$ cat src/rtl/decode_mux_arb.sv
// ============================================================================
// Module   : decode_mux_arb
// Brief    : Merges NUM_CH decoder channels into one FIFO-buffered stream.
//            Define DECODE_MUX_RR_EN for round-robin arbitration (default is
//            fixed priority, lowest index wins).
// Revision : 1.0 - initial release
// ============================================================================
`default_nettype none

module decode_mux_arb #(
    parameter int NUM_CH    = 4,
    parameter int PAYLOAD_W = 256,
    parameter int DEPTH     = 4,
    parameter int CH_W      = $clog2(NUM_CH),
    parameter int CNT_W     = $clog2(DEPTH) + 1
) (
    input  logic                        clock_i,
    input  logic                        reset_i,
    input  logic                        flush_i,
    input  logic [NUM_CH-1:0]           in_valid_i,
    output logic [NUM_CH-1:0]           in_ready_o,
    input  logic [NUM_CH*PAYLOAD_W-1:0] in_payload_i,
    output logic                        out_valid_o,
    input  logic                        out_ready_i,
    output logic [PAYLOAD_W-1:0]        out_payload_o,
    output logic [CH_W-1:0]             out_src_o,
    output logic [CNT_W-1:0]            occupancy_o,
    output logic                        collision_o
);

    localparam int c_PTR_W = $clog2(DEPTH);

    logic [PAYLOAD_W-1:0]  payload_mem_q [DEPTH];
    logic [CH_W-1:0]       src_mem_q     [DEPTH];
    logic [c_PTR_W-1:0]    head_q;
    logic [c_PTR_W-1:0]    tail_q;
    logic [CNT_W-1:0]      count_q;
    logic [PAYLOAD_W-1:0]  last_payload_q;
    logic [CH_W-1:0]       last_src_q;
    logic                  collision_q;

    logic                  w_not_empty;
    logic                  w_pop;
    logic                  w_can_accept;
    logic                  w_found;
    logic                  w_grant;
    logic                  w_multi;
    logic [CH_W-1:0]       w_start;
    logic [CH_W-1:0]       w_sel;
    logic [CH_W:0]         w_sum;
    logic [2*NUM_CH-1:0]   w_dbl;
    logic [NUM_CH-1:0]     w_rot;
    logic [PAYLOAD_W-1:0]  w_in_payload;

`ifdef DECODE_MUX_RR_EN
    logic [CH_W-1:0]       prio_q;
    logic [CH_W-1:0]       prio_d;

    assign w_start = prio_q;
    assign prio_d  = (w_sel == CH_W'(NUM_CH - 1)) ? '0 : w_sel + 1'b1;

    // Pointer moves only on a real transfer; flush and stall leave it alone.
    always_ff @(posedge clock_i) begin
        if (reset_i) begin
            prio_q <= '0;
        end else if (w_grant) begin
            prio_q <= prio_d;
        end
    end
`else
    assign w_start = '0;
`endif

    assign w_not_empty  = (count_q != '0);
    assign out_valid_o  = w_not_empty && !reset_i;
    assign w_pop        = out_valid_o && out_ready_i;
    assign w_can_accept = (count_q < CNT_W'(DEPTH)) || w_pop;
    assign w_multi      = ($countones(in_valid_i) > 1);

    // Rotate valids so the search always begins at bit 0 of w_rot.
    assign w_dbl = {in_valid_i, in_valid_i};

    always_comb begin
        w_rot   = '0;
        w_found = 1'b0;
        w_sel   = '0;
        w_sum   = '0;
        for (int k = 0; k < 2 * NUM_CH; k++) begin
            if ((k >= int'(w_start)) && (k < int'(w_start) + NUM_CH)) begin
                w_rot[k - int'(w_start)] = w_dbl[k];
            end
        end
        for (int k = 0; k < NUM_CH; k++) begin
            if (!w_found && w_rot[k]) begin
                w_found = 1'b1;
                w_sum   = {1'b0, w_start} + (CH_W+1)'(k);
                if (w_sum >= (CH_W+1)'(NUM_CH)) begin
                    w_sum = w_sum - (CH_W+1)'(NUM_CH);
                end
                w_sel = w_sum[CH_W-1:0];
            end
        end
    end

    assign w_grant    = w_found && w_can_accept && !flush_i && !reset_i;
    assign in_ready_o = w_grant ? (NUM_CH'(1) << w_sel) : '0;

    always_comb begin
        w_in_payload = '0;
        for (int c = 0; c < NUM_CH; c++) begin
            if (w_sel == CH_W'(c)) begin
                w_in_payload = in_payload_i[c*PAYLOAD_W +: PAYLOAD_W];
            end
        end
    end

    // Storage needs no reset: a slot is only read after being written.
    always_ff @(posedge clock_i) begin
        if (w_grant) begin
            payload_mem_q[tail_q] <= w_in_payload;
            src_mem_q[tail_q]     <= w_sel;
        end
    end

    always_ff @(posedge clock_i) begin
        if (reset_i) begin
            head_q         <= '0;
            tail_q         <= '0;
            count_q        <= '0;
            last_payload_q <= '0;
            last_src_q     <= '0;
            collision_q    <= 1'b0;
        end else if (flush_i) begin
            head_q      <= '0;
            tail_q      <= '0;
            count_q     <= '0;
            collision_q <= 1'b0;
        end else begin
            if (w_grant) begin
                tail_q <= tail_q + 1'b1;
            end
            if (w_pop) begin
                head_q         <= head_q + 1'b1;
                last_payload_q <= payload_mem_q[head_q];
                last_src_q     <= src_mem_q[head_q];
            end
            if (w_grant && !w_pop) begin
                count_q <= count_q + 1'b1;
            end else if (!w_grant && w_pop) begin
                count_q <= count_q - 1'b1;
            end
            collision_q <= w_grant && w_multi;
        end
    end

    // When empty, present the last popped entry rather than a stale slot.
    assign out_payload_o = w_not_empty ? payload_mem_q[head_q] : last_payload_q;
    assign out_src_o     = w_not_empty ? src_mem_q[head_q]     : last_src_q;
    assign occupancy_o   = count_q;
    assign collision_o   = collision_q;

endmodule

`default_nettype wire

$ cat config.mk
export PLATFORM = sky130hd
export DESIGN_NAME = decode_mux_arb
export DESIGN_NICKNAME = d
export VERILOG_FILES = /design/src/rtl/decode_mux_arb.sv
export SDC_FILE = /design/constraint.sdc
export NUM_CORES = 2
export LEC_CHECK = 0
export ABC_CLOCK_PERIOD_IN_PS = 13200
export CAP_MARGIN = 0
export CORE_AREA = 2 2 513 515
export DETAILED_ROUTE_END_ITERATION = 8
export DIE_AREA = 0 0 515 517
export SETUP_SLACK_MARGIN = 0.1
export SLEW_MARGIN = 20
export SYNTH_ARGS = -nofsm -noshare
export SYNTH_HDL_FRONTEND = slang
export SYNTH_SLANG_ARGS = --single-unit
$ cat constraint.sdc
create_clock -name clock_i -period 13.2 [get_ports clock_i]
set_input_delay 1.98 -clock clock_i [delete_from_list [all_inputs] [get_ports clock_i]]
set_output_delay 1.98 -clock clock_i [all_outputs]
set_load 0.005 [all_outputs]
==> impl_metrics.ini <==
[detailed_routing]
detail-route-antenna-nets = 0
post_drt_via_cell_ratio = 4.78
vias = 40700
drt_wl_total_mm = 242
drt_iter0_drc = 3412
dr.pass1.iters = 7
routedWlPerCell_um = 28.4
drcViolationCount = 0

[critical_path]
start_kind = flip-flop
critPathSlowestCell = dfxtp_4
worstPathCellList = buf_12 > buf_4 > mux4_2 > mux2_2 > clkdlybuf4s50_1
cp_data_required_time_ps = 11220
endpoint_kind = primary output
critical_path.max_fanout = 87
crit_type = flip-flop to primary output
critPathMaxStageDelay_ps = 860
critPathArrivalTime_ps = 4810

[clocking]
root_buffer = clkbuf_16
clock_latency_ps = 810
htreeDepth = 4
clockBufferDepth = 3
numCtsBuffers = 146
cts.sinks = 1300
cts_setup_buffers = 0
tritoncts = yes
cts_hold_buffers = 0
cts-resized-gates = 0
clk_pin_slew_ps = 60

[synth]
synth.distinct_cells = 39
yosysWarnings = 0
synth_edf_count = 1032
synth_top_flop_cell = edfxtp_1
ys_seq_elements = 1300
syn_inst = 3761
syn_area_um2 = 58800
yosysSeqAreaShare_pct = 61.8
synth_fp_nets = 4802
syn_area_per_cell_um2 = 15.6
async_reset_ff_share_pct = 0

[floorplanning]
coreArea_um2 = 261000
dieArea_um2 = 266000
num_rows = 188
ios = 1299
die_x_um = 515
start_util_pct = 22.5
dieHeight_um = 517

[status]
outcome = finished clean

[flow_run]
maxCapViolCount = 0

[global_route]
grt_usage_pct = 17.4
grt_pass1_vias = 41000
grt_max_degree = 141
antenna_found_initial = 92
grt_overflow_total = 0
grt_pass1_wl_mm = 326

[sta]
period_needed_ps = 6790
rsz0062_at_grt = false
clock_skew_ps = 46.4
slew_headroom_pct = 23.6
hold_viol = 0
fmax_mhz = 147
tightest_slew_ps = 1150
setup_violations = 0
slew_violations = 0
finalCritPeriodShare_pct = 51.4
final.setup.tns_ps = 0

[power]
p_leak_nw = 25.9
ir_drop_mv = 0.124
power.density_nw_per_um2 = 128

[finish]
fin_util_pct = 30.7
drive_above_1_share_pct = 16.2
areaGrowthSynthToFinish_pct = 36.3
fin_nets = 5970

[place]
hpwlAfterDp_mm = 177
io_buffers = 1298
gp_congestion = 0.871

[min_path]
min_path_type = flip-flop to flip-flop
-- cell type report --
class                      count  area [um2]
antenna                       43         108
clock buffer                 203        4040
clock inverter                70         862
fill                       25700      181000
inverter                       6        22.5
multi-input combinational   2110       20700
sequential                  1300       36400
tap                         3420        4280
timing repair buffer        1365       13700
-- sequential cells by signal, summed over array words and instances (netlist names), named ones only --
signal / count
tail_q: 2
occupancy_o: 3
src_mem_q: 8
payload_mem_q: 1024
last_src_q: 2
last_payload_q: 256
collision_o: 1
head_q: 2
-- critical path, delay by kind of cell (launching register included) --
kind | cells | cell delay [ps]
buf+inv | 3 | 1860
flops | 1 | 860
mux | 2 | 710
-- metal layers --
metal  part of all wire (%)  track usage, %  vias up
met4                    3.2            6.34       54
li1                       -               -    17700
met5                   0.16               0        -
met3                    9.5            5.73      331
met1                     41            22.0    20800
met2                     46            27.7     1858
-- final timing paths --
kind / start / endpoint / depth (start not counted) / slack, ps
max: flip-flop / out_payload_o[108] / 5 / 6410
min: last_payload_q[210] / last_payload_q[210] / 1 / 470
max reg2reg: occupancy_o[2] / last_payload_q[133] / 5 / 9440
min reg2reg: last_payload_q[210] / last_payload_q[210] / 1 / 470
-- cell families (layout without fill, tap and decap cells) --
group                      after synthesis  in the layout  share of synthesized area [%]
adders and majority gates                9              9                          0.217
other                                    0             43                              0
muxes                                  773            773                           19.2
buffers and inverters                  351           1644                           2.96
AOI/OAI and AO/OA                     1035           1035                           13.2
xor gates and xnor gates                 4              4                         0.0596
DFF                                   1300           1300                           61.8
and+or+nand+nor                        289            289                           2.50
-- power by group --
part | leakage [nW] | internal (W) | total [W] | switching, W
clock network | 2.37 | 0.00237 | 0.00414 | 0.00177
logic | 12.0 | 0.000746 | 0.00150 | 0.000753
registers | 11.5 | 0.00458 | 0.00460 | 0.0000250
total | 25.9 | 0.00769 | 0.0102 | 0.00254
-- cell usage in the layout, fill, tap and decap left out, types with 9 or more instances in the layout --
master / netlist / routed
o21a_1: 256 / 256
buf_4: 3 / 52
bufinv_16: 0 / 10
dfxtp_1: 268 / 266
clkbuf_16: 0 / 147
nand3_1: 255 / 255
mux4_2: 258 / 258
clkinv_2: 0 / 18
clkbuf_1: 152 / 41
buf_12: 0 / 15
edfxtp_1: 1032 / 1032
mux2i_1: 257 / 257
mux2_2: 258 / 258
a2bb2oi_1: 255 / 255
nor2_1: 9 / 9
clkinv_1: 0 / 15
clkdlybuf4s50_1: 0 / 1296
o21ai_0: 256 / 256
diode_2: 0 / 43
clkbuf_8: 0 / 15
a22o_1: 258 / 258
-- Yosys cell counts, drive strengths merged (152+ instances only) --
cell type  instances  share of area [%]
o21ai            256                2.2
clkbuf           152               0.97
o21a             256                3.3
dfxtp            268                9.1
mux2             258                4.9
a22o             258                3.8
buf              193                2.0
a2bb2oi          255                3.8
edfxtp          1032                 53
mux4             258                9.9
mux2i            257                4.4
nand3            255                2.2
-- stage by stage --
stage / std cells / cell area, um2 / setup WS (ps) / power, W / hold slack [ps]
after floorplan: 3761 / 58800 / 3950 / 0.00535 / 443
after global placement: 8201 / 75100 / 6630 / 0.00618 / 455
after detailed placement: 8201 / 75100 / 6590 / 0.00620 / 457
after CTS: 8474 / 80000 / 6230 / 0.0104 / 474
after global routing: 8494 / 80100 / 6170 / 0.0106 / 483
final: 8517 / 80100 / 6410 / 0.0102 / 471
Note: power is estimated with default switching activity, not from simulation.
